**src/rtl/shexscan_if.sv**
```systemverilog
// shexscan_if: frame-load and decoder/digit-drive signals of the shexscan
// multiplexed-display scan controller. The master side supplies frame data;
// the slave side (shexscan) drives the decoder and digit-select lines.
interface shexscan_if #(
  parameter int NDIGITS = 4
);
  logic                   load;
  logic [4*NDIGITS-1:0]   data;
  logic [NDIGITS-1:0]     dots;
  logic [NDIGITS-1:0]     digit_en;
  logic [3:0]             value;
  logic [1:0]             enable;
  logic                   dot;
  logic [NDIGITS-1:0]     digit_sel;
  logic                   frame_tick;

  modport master (
    output load, data, dots, digit_en,
    input  value, enable, dot, digit_sel, frame_tick
  );

  modport slave (
    input  load, data, dots, digit_en,
    output value, enable, dot, digit_sel, frame_tick
  );
endinterface

```
**src/rtl/shexscan.sv**
```systemverilog
// shexscan: multiplexed hex display scan controller.
// Holds a double-buffered frame (nibbles, dots, enables), scans one digit per
// PRESCALE-cycle slot with a BLANK_CYCLES anti-ghosting gap at slot start.
// Optional leading-zero blanking is enabled by defining SHEXSCAN_LZB_EN.
module shexscan #(
  parameter int NDIGITS      = 4,
  parameter int PRESCALE     = 50000,
  parameter int BLANK_CYCLES = 16
) (
  input  logic  clk,
  input  logic  reset,
  shexscan_if.slave bus
);

  localparam int CW = (PRESCALE > 1) ? $clog2(PRESCALE) : 1;
  localparam int IW = ($clog2(NDIGITS) < 1) ? 1 : $clog2(NDIGITS);

  typedef enum logic {
    PH_BLANK,
    PH_SHOW
  } phase_t;

  // Scan position
  logic [CW-1:0]          cnt;
  logic [IW-1:0]          idx;

  // Active (displayed) and shadow (pending) frame buffers
  logic [4*NDIGITS-1:0]   act_data, sh_data;
  logic [NDIGITS-1:0]     act_dots, sh_dots;
  logic [NDIGITS-1:0]     act_en, sh_en;
  logic                   pending;

  // Registered outputs
  logic [3:0]             value_q;
  logic [1:0]             enable_q;
  logic                   dot_q;
  logic [NDIGITS-1:0]     sel_q;
  logic                   tick_q;

  // Next-cycle view used to build registered outputs
  logic                   last_cnt, last_idx, frame_start, swap;
  logic [CW-1:0]          nxt_cnt;
  logic [IW-1:0]          nxt_idx;
  logic [4*NDIGITS-1:0]   nxt_data;
  logic [NDIGITS-1:0]     nxt_dots, nxt_en, nxt_sup;
  phase_t                 nxt_phase;
  logic [3:0]             cur_val;
  logic                   cur_dot, cur_en, cur_sup;

  assign bus.value      = value_q;
  assign bus.enable     = enable_q;
  assign bus.dot        = dot_q;
  assign bus.digit_sel  = sel_q;
  assign bus.frame_tick = tick_q;

  // Advance the scan position and decide whether this edge starts a frame
  always_comb begin
    last_cnt    = (cnt == CW'(PRESCALE - 1));
    last_idx    = (idx == IW'(NDIGITS - 1));
    frame_start = last_cnt && last_idx;
    swap        = frame_start && pending;
    nxt_cnt     = last_cnt ? '0 : cnt + 1'b1;
    nxt_idx     = idx;
    if (last_cnt) begin
      nxt_idx = last_idx ? '0 : idx + 1'b1;
    end
    nxt_data    = swap ? sh_data : act_data;
    nxt_dots    = swap ? sh_dots : act_dots;
    nxt_en      = swap ? sh_en   : act_en;
    nxt_phase   = (nxt_cnt < CW'(BLANK_CYCLES)) ? PH_BLANK : PH_SHOW;
  end

  // Leading-zero suppression mask over the buffer that will be displayed
  always_comb begin
    nxt_sup = '0;
`ifdef SHEXSCAN_LZB_EN
    begin
      logic chain;
      chain = 1'b1;
      for (int unsigned i = NDIGITS - 1; i >= 1; i--) begin
        if (chain && (nxt_data[4*i +: 4] == 4'h0) && !nxt_dots[i]) begin
          nxt_sup[i] = 1'b1;
        end else begin
          chain = 1'b0;
        end
      end
    end
`endif
  end

  // Select the nibble, dot and enable of the digit at the next position
  always_comb begin
    cur_val = '0;
    cur_dot = 1'b0;
    cur_en  = 1'b0;
    cur_sup = 1'b0;
    for (int unsigned i = 0; i < NDIGITS; i++) begin
      if (nxt_idx == IW'(i)) begin
        cur_val = nxt_data[4*i +: 4];
        cur_dot = nxt_dots[i];
        cur_en  = nxt_en[i];
        cur_sup = nxt_sup[i];
      end
    end
  end

  // Scan counters, double buffer and registered display outputs.
  // Outputs are computed from the next position/buffer so that they line up
  // with the scan position held in the same cycle.
  always_ff @(posedge clk) begin
    if (reset) begin
      cnt      <= '0;
      idx      <= '0;
      act_data <= '0;
      act_dots <= '0;
      act_en   <= '0;
      sh_data  <= '0;
      sh_dots  <= '0;
      sh_en    <= '0;
      pending  <= 1'b0;
      value_q  <= '0;
      enable_q <= '0;
      dot_q    <= 1'b0;
      sel_q    <= '0;
      tick_q   <= 1'b0;
    end else begin
      cnt <= nxt_cnt;
      idx <= nxt_idx;
      if (swap) begin
        act_data <= sh_data;
        act_dots <= sh_dots;
        act_en   <= sh_en;
      end
      // A load coinciding with a swap refills the shadow and keeps pending set
      if (bus.load) begin
        sh_data <= bus.data;
        sh_dots <= bus.dots;
        sh_en   <= bus.digit_en;
        pending <= 1'b1;
      end else if (swap) begin
        pending <= 1'b0;
      end
      tick_q <= frame_start;
      if (nxt_phase == PH_BLANK) begin
        sel_q    <= '0;
        value_q  <= '0;
        enable_q <= '0;
        dot_q    <= 1'b0;
      end else begin
        sel_q    <= NDIGITS'(1) << nxt_idx;
        value_q  <= cur_val;
        enable_q <= {1'b1, cur_en & ~cur_sup};
        dot_q    <= cur_dot;
      end
    end
  end

endmodule
```
**src/flat_wrapper.sv**
```systemverilog
// flat-port wrapper written by rule: the top's interface ports become plain ports
module shexscan_flat 
#(
  parameter int NDIGITS      = 4,
  parameter int PRESCALE     = 50000,
  parameter int BLANK_CYCLES = 16
)
  (clk, reset, bus_load, bus_data, bus_dots, bus_digit_en, bus_value, bus_enable, bus_dot, bus_digit_sel, bus_frame_tick);
  shexscan_if #(.NDIGITS(NDIGITS)) bus_i ();
  input  logic clk;
  input  logic reset;
  input wire logic [$bits(bus_i.load)-1:0] bus_load;
  input wire logic [$bits(bus_i.data)-1:0] bus_data;
  input wire logic [$bits(bus_i.dots)-1:0] bus_dots;
  input wire logic [$bits(bus_i.digit_en)-1:0] bus_digit_en;
  output wire logic [$bits(bus_i.value)-1:0] bus_value;
  output wire logic [$bits(bus_i.enable)-1:0] bus_enable;
  output wire logic [$bits(bus_i.dot)-1:0] bus_dot;
  output wire logic [$bits(bus_i.digit_sel)-1:0] bus_digit_sel;
  output wire logic [$bits(bus_i.frame_tick)-1:0] bus_frame_tick;
  assign bus_i.load = bus_load;
  assign bus_i.data = bus_data;
  assign bus_i.dots = bus_dots;
  assign bus_i.digit_en = bus_digit_en;
  assign bus_value = bus_i.value;
  assign bus_enable = bus_i.enable;
  assign bus_dot = bus_i.dot;
  assign bus_digit_sel = bus_i.digit_sel;
  assign bus_frame_tick = bus_i.frame_tick;
  shexscan #(.NDIGITS(NDIGITS), .PRESCALE(PRESCALE), .BLANK_CYCLES(BLANK_CYCLES)) u_core (.clk(clk), .reset(reset), .bus(bus_i));
endmodule
```
**config.mk**
```make
export PLATFORM = sky130hd
export DESIGN_NAME = shexscan_flat
export DESIGN_NICKNAME = d
export VERILOG_FILES = /design/src/rtl/shexscan_if.sv /design/src/rtl/shexscan.sv /design/src/flat_wrapper.sv
export SDC_FILE = /design/constraint.sdc
export NUM_CORES = 1
export LEC_CHECK = 0
export ABC_AREA = 0
export CORE_MARGIN = 3
export CORE_UTILIZATION = 40
export CTS_CLUSTER_SIZE = 8
export DETAILED_ROUTE_END_ITERATION = 12
export PLACE_DENSITY = 0.73
export RECOVER_POWER = 50
export SLEW_MARGIN = 15
export SYNTH_ARGS = -nofsm -noshare
export SYNTH_HDL_FRONTEND = slang
export SYNTH_SLANG_ARGS = --single-unit
```
**constraint.sdc**
```tcl
create_clock -name clk -period 1.95 [get_ports clk]
set_clock_uncertainty 0.15 [all_clocks]
set_input_delay 0.195 -clock clk [delete_from_list [all_inputs] [get_ports clk]]
set_output_delay 0.195 -clock clk [all_outputs]
set_load 0.02 [all_outputs]
```
==> results.json <==
{
  "layout_commonest_cell": "dfxtp_1",
  "synth.distinct_cells": 40,
  "crit_type": "flip-flop to flip-flop",
  "die_h_um": 98.5,
  "via_count": 2861,
  "dr.pass1.iters": 4,
  "yosys_warnings": 0,
  "vias_per_cell": 5.24,
  "power_mw": 3.14,
  "worstPathRequired_ps": 2030,
  "syn-cell-area_um2": 3420,
  "num-fill-cells": 687,
  "finalSetupViolations": 23,
  "ctsHtreeMaxLevel": 3,
  "fmax_ghz": 0.482,
  "first_iter_violations": 145,
  "area_delta_synth_final_pct": 43.1,
  "grt.overflow.total": 0,
  "grt_pass1_vias": 2577,
  "cts.sinks": 79,
  "place_congestion": 0.815,
  "power_density_nw_per_um2": 641,
  "failed_checks": "negative setup slack",
  "synth.avg_cell_area_um2": 9.36,
  "grt_use_met1_pct": 20.8,
  "hold_viol": 0,
  "drc": 0,
  "grt_pass1_wl_um": 12400,
  "grt_max_degree": 52,
  "path_max_fanout": 6,
  "cp.arrival_ps": 2150,
  "period_minus_slack_ps": 2080,
  "start_kind": "flip-flop",
  "dp_hpwl_um": 5180,
  "clkLatencyLatePin_ps": 350,
  "cts_root_buf": "clkbuf_8",
  "top_usage_layer": "met2",
  "synth_edf_count": 0,
  "clk_path_buf_depth": 2,
  "p_leak_nw": 2.07,
  "cts_tree": "yes",
  "grt_antenna_before_repair": 0,
  "cts_made_buffers": 9,
  "antenna_left": 0,
  "slew_headroom_pct": 53.4,
  "nNetsFinal": 465,
  "coreArea_um2": 8260,
  "io_pins": 39,
  "most-common-layout-cells": "66 x dfxtp_1, 43 x nor2_1, 43 x nand2_1",
  "ys_seq_area_share_pct": 46.2,
  "start_util_pct": 41.5,
  "finalCritPeriodShare_pct": 106,
  "crit_path_end_kind": "flip-flop",
  "max-cap-violations": 0,
  "clkTransAtPathRegs_ps": 90,
  "worst_pin_slew_ps": 699,
  "ys_seq_elements": 79,
  "synth_nets": 395,
  "regArea_um2": 1610,
  "ir_drop_v": 0.000358,
  "setup_ws_ps": -125,
  "use_met3_pct": 3.33,
  "use_met2_pct": 25.8,
  "io_buffers": 38,
  "drt-total-wl_um": 8630,
  "n_antenna_cell": 0,
  "slew_violations": 0,
  "hold_slack_ps": 301,
  "rsz0062_at_grt": "yes",
  "die_area_um2": 9710,
  "final_cells": 546,
  "detail_route.wl_per_cell_um": 15.8,
  "outcome": "finished with violations",
  "dp.cells": 518,
  "synthCells": 366,
  "synth_ff_type": "dfxtp_1",
  "drive_above_1_share_pct": 37.0,
  "track_usage_pct": 15.9,
  "multi_input_area_um2": 2140,
  "rows": 33,
  "hold_path.class": "input port to flip-flop",
  "dieWidth_um": 98.5,
  "synthArstFlopShare_pct": 0
}
## registers in the layout, summed over array words and instances (netlist names)
name and count:
u_core.act_data 16, u_core.act_dots 4, u_core.act_en 4, u_core.bus.digit_sel 4, u_core.bus.dot 1, u_core.bus.enable 2, u_core.bus.frame_tick 1, u_core.bus.value 4
u_core.cnt 16, u_core.idx 2, u_core.pending 1, u_core.sh_data 16, u_core.sh_dots 4, u_core.sh_en 4
## power breakdown
part	total (mW)	internal, mW	leakage [nW]	switching, mW
combinational	0.165	0.0960	1.32	0.0692
sequential	1.69	1.64	0.650	0.0415
clock	1.29	0.619	0.103	0.670
## critical path: stages (launching register included)
cell and delay [ps]:
dfxtp_4 400, ha_4 160, and3_4 220, buf_4 150, nand3_1 80, o21ai_1 110, a21oi_2 90, o31ai_4 310
buf_6 220, a211oi_2 60
## cells by family (layout without fill, tap and decap cells)
| group | Yosys count | count (layout) | synth area share, % |
|---|---|---|---|
| AND/OR/NAND/NOR | 156 | 156 | 21.9 |
| flip-flops | 79 | 79 | 46.2 |
| multiplexers | 45 | 47 | 15.9 |
| AO/OA/AOI/OAI | 44 | 44 | 8.04 |
| buffers and inverters | 25 | 98 | 3.47 |
| XOR/XNOR | 15 | 15 | 3.84 |
| adder cells (fa/ha/maj) | 2 | 2 | 0.731 |
## worst paths after layout
path                                                 startpoint                             end  slack, ps  cells past startpoint
worst max register to register         u_core.cnt[0]$_SDFF_PP0_  u_core.bus.value[2]$_SDFF_PP0_       -130                      9
worst min register to register  u_core.sh_data[15]$_SDFFE_PP0P_  u_core.act_data[15]$_SDFF_PP0_        310                      2
worst max-delay path                   u_core.cnt[0]$_SDFF_PP0_  u_core.bus.value[2]$_SDFF_PP0_       -130                      9
worst min-delay path                                bus_dots[3]  u_core.sh_dots[3]$_SDFFE_PP0P_        300                      3
## per-stage QoR
| step | TNS (ps) | worst slack [ps] | utilization (%) | cell area [um^2] |
|---|---|---|---|---|
| after detailed placement | -2820 | -145 | 50.4 | 4170 |
| after floorplan | -256 | -28.4 | - | 3490 |
| after global placement | -1140 | -121 | 50.4 | 4170 |
| after CTS | -1190 | -76.4 | 54.1 | 4470 |
| final | -1120 | -125 | 59.3 | 4900 |
| after global routing | -3430 | -169 | 59.3 | 4900 |
## metal layers
| layer | vias up | part of all wire, % |
|---|---|---|
| met3 | 16 | 4.5 |
| met2 | 68 | 51 |
| met4 | 0 | 2.1 |
| met5 | - | 0 |
| met1 | 1384 | 42 |
| li1 | 1393 | - |
## cells in the mapped netlist, drive strengths merged (3+ instances only)
cell type	n	area [um^2]
a211oi	6	75.1
a21oi	34	170
and3	4	27.5
buf	10	62.6
clkbuf	12	45.0
dfxtp	79	1580
inv	3	11.3
mux2i	38	393
mux4	6	135
nand2	66	250
nand2b	6	37.5
nand3	8	40.0
nand4	4	40.0
nor2	47	176
nor3	7	46.3
nor4	4	55.1
xnor2	8	70.1
xor2	7	61.3
## repair_timing
action | CTS | global route
setup buffers | 1 | 4
endpoints found under the hold margin | 3 | 0
endpoints found under the setup margin | 36 | 37
cloned | 2 | 4
resized for setup | 10 | 101
hold buffers | 1 | 0
pin swaps | 2 | 50
## area by class of cell
| class | count | share of cell area [%] |
|---|---|---|
| Tap cell | 105 | 2.68 |
| Clock inverter | 7 | 1.71 |
| Multi-Input combinational cell | 264 | 43.7 |
| Timing Repair Buffer | 79 | 16.3 |
| Sequential cell | 79 | 32.9 |
| Clock buffer | 9 | 2.53 |
| Inverter | 3 | 0.230 |
(Power assumes the default switching activity.)
